**config.mk**
```make
export PLATFORM = sky130hd
export DESIGN_NAME = mod_n_cnt
export DESIGN_NICKNAME = d
export VERILOG_FILES = /design/src/rtl/mod_n_cnt_pkg.sv /design/src/rtl/mod_n_digit.sv /design/src/rtl/mod_n_cnt.sv
export SDC_FILE = /design/constraint.sdc
export NUM_CORES = 1
export LEC_CHECK = 0
export CAP_MARGIN = 10
export CORE_MARGIN = 2
export CORE_UTILIZATION = 43
export CTS_CLUSTER_SIZE = 28
export DETAILED_ROUTE_END_ITERATION = 6
export PLACE_DENSITY = 0.81
export SLEW_MARGIN = 0
export SYNTH_ARGS = -nofsm -noshare
export SYNTH_HDL_FRONTEND = slang
export SYNTH_SLANG_ARGS = --single-unit
```
**constraint.sdc**
```tcl
create_clock -name clk -period 1.81 [get_ports clk]
set_clock_uncertainty 0.05 [all_clocks]
set_input_delay 0.362 -clock clk [delete_from_list [all_inputs] [get_ports clk]]
set_output_delay 0.362 -clock clk [all_outputs]
set_load 0.1 [all_outputs]
```
**src/rtl/mod_n_cnt_pkg.sv**
```systemverilog
// Shared limits, digit-width helper and direction encoding for the mod-N counter family.
package mod_n_cnt_pkg;

    localparam int MOD_MIN        = 2;
    localparam int MOD_MAX        = 256;
    localparam int NUM_DIGITS_MIN = 1;
    localparam int NUM_DIGITS_MAX = 8;

    typedef enum logic {
        DIR_DOWN = 1'b0,
        DIR_UP   = 1'b1
    } dir_e;

    function automatic int digit_width(input int modulus);
        return $clog2(modulus);
    endfunction

endpackage

```
**src/rtl/mod_n_digit.sv**
```systemverilog
// One modulo-MOD digit: clear > load (clamped to MOD-1) > step; value updates one cycle after the edge.
// at_term is combinational: MOD-1 when counting up, 0 when counting down.
module mod_n_digit
    import mod_n_cnt_pkg::*;
#(
    parameter  int MOD = 10,
    localparam int DW  = digit_width(MOD)
) (
    input  logic          clk,
    input  logic          rst,
    input  logic          clr,
    input  logic          load,
    input  logic [DW-1:0] load_val,
    input  logic          step,
    input  dir_e          dir,
    output logic [DW-1:0] val,
    output logic          at_term
);

    localparam logic [DW-1:0] DIG_MAX = DW'(MOD - 1);

    logic [DW-1:0] val_q;
    logic [DW-1:0] val_d;

    always_comb begin
        val_d = val_q;
        if (clr) begin
            val_d = '0;
        end else if (load) begin
            val_d = (load_val > DIG_MAX) ? DIG_MAX : load_val;
        end else if (step) begin
            if (dir == DIR_UP) begin
                val_d = (val_q == DIG_MAX) ? '0 : val_q + 1'b1;
            end else begin
                val_d = (val_q == '0) ? DIG_MAX : val_q - 1'b1;
            end
        end
    end

    always_ff @(posedge clk) begin
        if (rst) begin
            val_q <= '0;
        end else begin
            val_q <= val_d;
        end
    end

    assign val     = val_q;
    assign at_term = (dir == DIR_UP) ? (val_q == DIG_MAX) : (val_q == '0);

endmodule

```
**src/rtl/mod_n_cnt.sv**
```systemverilog
// Cascaded modulo-MOD up/down counter; cnt changes one cycle after the edge, tc is combinational, wrap is a registered pulse.
// No backpressure (en gates stepping). MOD_N_CNT_SAT_EN selects saturation at terminal instead of rollover.
module mod_n_cnt
    import mod_n_cnt_pkg::*;
#(
    parameter  int MOD        = 10,
    parameter  int NUM_DIGITS = 2,
    localparam int DW         = digit_width(MOD)
) (
    input  logic                     clk,
    input  logic                     rst,
    input  logic                     en,
    input  logic                     up_dn,
    input  logic                     clr,
    input  logic                     load,
    input  logic [NUM_DIGITS*DW-1:0] load_val,
    output logic [NUM_DIGITS*DW-1:0] cnt,
    output logic                     tc,
    output logic                     wrap
);

    dir_e                  dir;
    logic [NUM_DIGITS-1:0] term;
    logic [NUM_DIGITS-1:0] step;
    logic                  all_term;
    logic                  step_en;
    logic                  wrap_q;
    logic                  wrap_d;

    assign dir      = dir_e'(up_dn);
    assign all_term = &term;
    assign tc       = en & all_term;

`ifdef MOD_N_CNT_SAT_EN
    // At full terminal the whole counter holds rather than rolling over.
    assign step_en = en & ~all_term;
`else
    assign step_en = en;
`endif

    for (genvar k = 0; k < NUM_DIGITS; k++) begin : g_digit
        if (k == 0) begin : g_first
            assign step[k] = step_en;
        end else begin : g_chain
            assign step[k] = step[k-1] & term[k-1];
        end

        mod_n_digit #(
            .MOD (MOD)
        ) u_digit (
            .clk      (clk),
            .rst      (rst),
            .clr      (clr),
            .load     (load),
            .load_val (load_val[k*DW +: DW]),
            .step     (step[k]),
            .dir      (dir),
            .val      (cnt[k*DW +: DW]),
            .at_term  (term[k])
        );
    end

    always_comb begin
        wrap_d = 1'b0;
`ifndef MOD_N_CNT_SAT_EN
        if (!clr && !load) begin
            wrap_d = tc;
        end
`endif
    end

    always_ff @(posedge clk) begin
        if (rst) begin
            wrap_q <= 1'b0;
        end else begin
            wrap_q <= wrap_d;
        end
    end

    assign wrap = wrap_q;

endmodule
```
==> results_dict.tcl <==
set metrics [dict create \
    rr_startpoint "g_digit[1].u_digit.val[0]" \
    htreeDepth 1 \
    grt_pass1_vias 825 \
    muxShareOfSynthArea 0.0145 \
    synth_common_cells "nor2_1, o21ai_0, dfxtp_1" \
    worst_pin_slew_ns 0.393 \
    synth_compound_area_frac 0.277 \
    hold_depth 2 \
    ys.flop_type "dfxtp_1" \
    gp_congestion 0.827 \
    clk_latency_ns 0.26 \
    r2r_cells 5 \
    core_mm2 0.00151 \
    syn_area_um2 692 \
    initial_utilization 0.459 \
    r2r_end "g_digit[1].u_digit.val[3]" \
    stdcell_count 148 \
    cp_slowest_cell "or4_4" \
    ys_warn_count 0 \
    synth.top_cells.by_area "dfxtp_1, o21ai_0, nor2_1" \
    drtIter0Drc 32 \
    num_antenna_cells 0 \
    antenna_found_initial 0 \
    cts_sinks 9 \
    dr.pass1.iters 4 \
    async_flop_share 0 \
    min_from "g_digit[0].u_digit.val[2]" \
    grt_start_max_net_pins 13 \
    drv_cap 0 \
    synth_seq_area_share 0.260 \
    critPathMaxFanout 2 \
    fillCellCount 95 \
    powerDensity_mw_per_mm2 534 \
    clkSlewWorstSetupHoldPaths_ns 0.07 \
    synth_area_leader_cell "dfxtp_1" \
    fp.dieArea_mm2 0.00195 \
    synthXorXnorAreaFrac 0.0506 \
    die_x_um 44.1 \
    cp.arrival_ns 1.91 \
    ys_ff_latch 9 \
    setup_violations 0 \
    rrSetupSlack_ns 0.0001 \
    irDropWorstVdd_v 0.000545 \
    cts_hold_buf 0 \
    ant_nets 0 \
    routedWlPerCell_um 16.1 \
    io_pins 24 \
    numCtsBuffers 3 \
    critPathRequiredTime_ns 1.91 \
    syn_area_per_cell_um2 6.99 \
    worstPathCellList "or4_4 > nor2_1 > a21oi_1 > or3_1 > a311oi_2" \
    cts_tree "done" \
    synth_fa_ha_area_frac 0 \
    numPortBuffers 23 \
    dpl.hpwl_um 1620 \
    max_stage_delay_ns 0.54 \
    via_per_inst 6.16 \
    hold_end "g_digit[0].u_digit.val[2]" \
    drive_above_1_share 0.364 \
    syn-num-nets 113 \
    run_status "complete, no violations" \
    grt_pass1_wl_um 3530 \
    dp_cells 143 \
    synth.most_common_cell "nor2_1" \
    fp.dieH_um 44.1 \
    fmax_mhz 553 \
    yosys.area_share.simple 0.340 \
    route.vias.total 912 \
    cp_num_buf_inv 0 \
    critPathKind "reg -> reg" \
    cp_top_family "simple AND/OR/NAND/NOR gates" \
    slew_violations 0 \
    synth-edff-count 0 \
    synthCells 99 \
    syn2layout_area_growth_pct 78.3 \
    period_needed_ns 1.81 \
    yosysUniqueCellTypes 34 \
    period_share 1.00 \
    wl_um 2380 \
    grt_overflow 0 \
    worstSetupEndpointType "flop" \
    power_mw 0.659 \
    nets 147 \
    cts_max_path_buffers 2 \
    drc 0 \
    synth_top_family_by_area "simple AND/OR/NAND/NOR gates" \
    row_count 14 \
    min_path_type "reg -> reg" \
    grt_usage 0.245 \
    yosys.area.top_type_share 0.260 \
    leakage_nw 0.460 \
    finalHoldViolations 0 \
    root_buffer "clkbuf_4" \
    cp-start-kind "flop" \
    slew_headroom 0.736 \
]
-- worst min-delay path: cells and delay by family (launching register included) --
| family | cells | cell delay [ns] |
|---|---|---|
| compound gates | 1 | 0.07 |
| flops | 1 | 0.39 |
| simple gates | 1 | 0.10 |
-- per-layer routing --
metal  vias up  part of all wire  global-route usage
li1        432                 -                   -
met1       422              0.41               0.315
met2        56              0.52               0.400
met3         2             0.070              0.0531
met4         0            0.0080              0.0970
met5         -                 0                   0
-- cells by family (layout without fill, tap and decap cells) --
family          after synthesis  in the layout
mux                           1              1
xor+xnor                      4              4
simple gates                 45             45
flops                         9              9
buf+inv                      10             43
compound gates               30             30
-- sequential cells by signal, indices dropped and copies added (netlist names) --
register             flops
g_digit.u_digit.val      8
wrap                     1
-- through the flow --
stage               TNS (ns)   util  hold slack, ns  instance area (µm²)  worst slack, ns
finish                     0  0.819           0.558                 1230         0.000115
global route         -0.0473  0.819           0.582                 1230          -0.0473
CTS                        0  0.812           0.540                 1220          0.00734
detailed placement     -1.77  0.774           0.515                 1170           -0.378
global placement       -1.31  0.774           0.486                 1170           -0.297
floorplan            -0.0171      -           0.448                  764          -0.0171
-- how the worst max path moves through the flow --
stage / end / cells after the start / slack (ns) / start
floorplan: tc / 3 / -0.02 / g_digit[0].u_digit.val[3]
global placement: g_digit[1].u_digit.val[3] / 6 / -0.30 / up_dn
detailed placement: g_digit[1].u_digit.val[3] / 6 / -0.38 / up_dn
CTS: tc / 5 / 0.007 / g_digit[1].u_digit.val[0]
global route: g_digit[1].u_digit.val[3] / 5 / -0.05 / g_digit[1].u_digit.val[0]
finish: g_digit[1].u_digit.val[3] / 5 / 0.0001 / g_digit[1].u_digit.val[0]
-- area by class of cell --
| cell class | count | area [µm²] | area share |
|---|---|---|---|
| Clock buffer | 4 | 26.3 | 0.0213 |
| Inverter | 3 | 11.3 | 0.00913 |
| Multi-Input combinational cell | 80 | 546 | 0.442 |
| Sequential cell | 9 | 208 | 0.168 |
| Tap cell | 16 | 20.0 | 0.0162 |
| Timing Repair Buffer | 36 | 423 | 0.343 |
-- power breakdown --
group | switching (mW) | internal, mW
sequential | 0.0219 | 0.201
combinational | 0.150 | 0.120
clock | 0.0812 | 0.0851
-- placed cells by master (no fill, tap or decap), types with 3 or more instances in the layout --
master | synthesis | final
buf_4 | 0 | 13
clkdlybuf4s50_1 | 0 | 12
o21ai_0 | 12 | 11
nor2_1 | 13 | 10
buf_12 | 0 | 10
dfxtp_4 | 0 | 7
nand2_1 | 5 | 5
nor2b_1 | 5 | 5
nor3_1 | 6 | 4
a211oi_1 | 4 | 4
a21oi_1 | 4 | 4
nor4_1 | 3 | 3
inv_1 | 3 | 3
clkbuf_4 | 0 | 3
-- what timing repair did --
action / 4_1_cts / 5_1_grt
endpoints found under the setup margin: 4 / 2
hold endpoints to repair: 0 / 0
gates resized for setup: 6 / 5
pin swaps: 3 / 3
cloned: 0 / 0
buffers inserted: 1 / 0
Power figures use the tool's default switching activity.
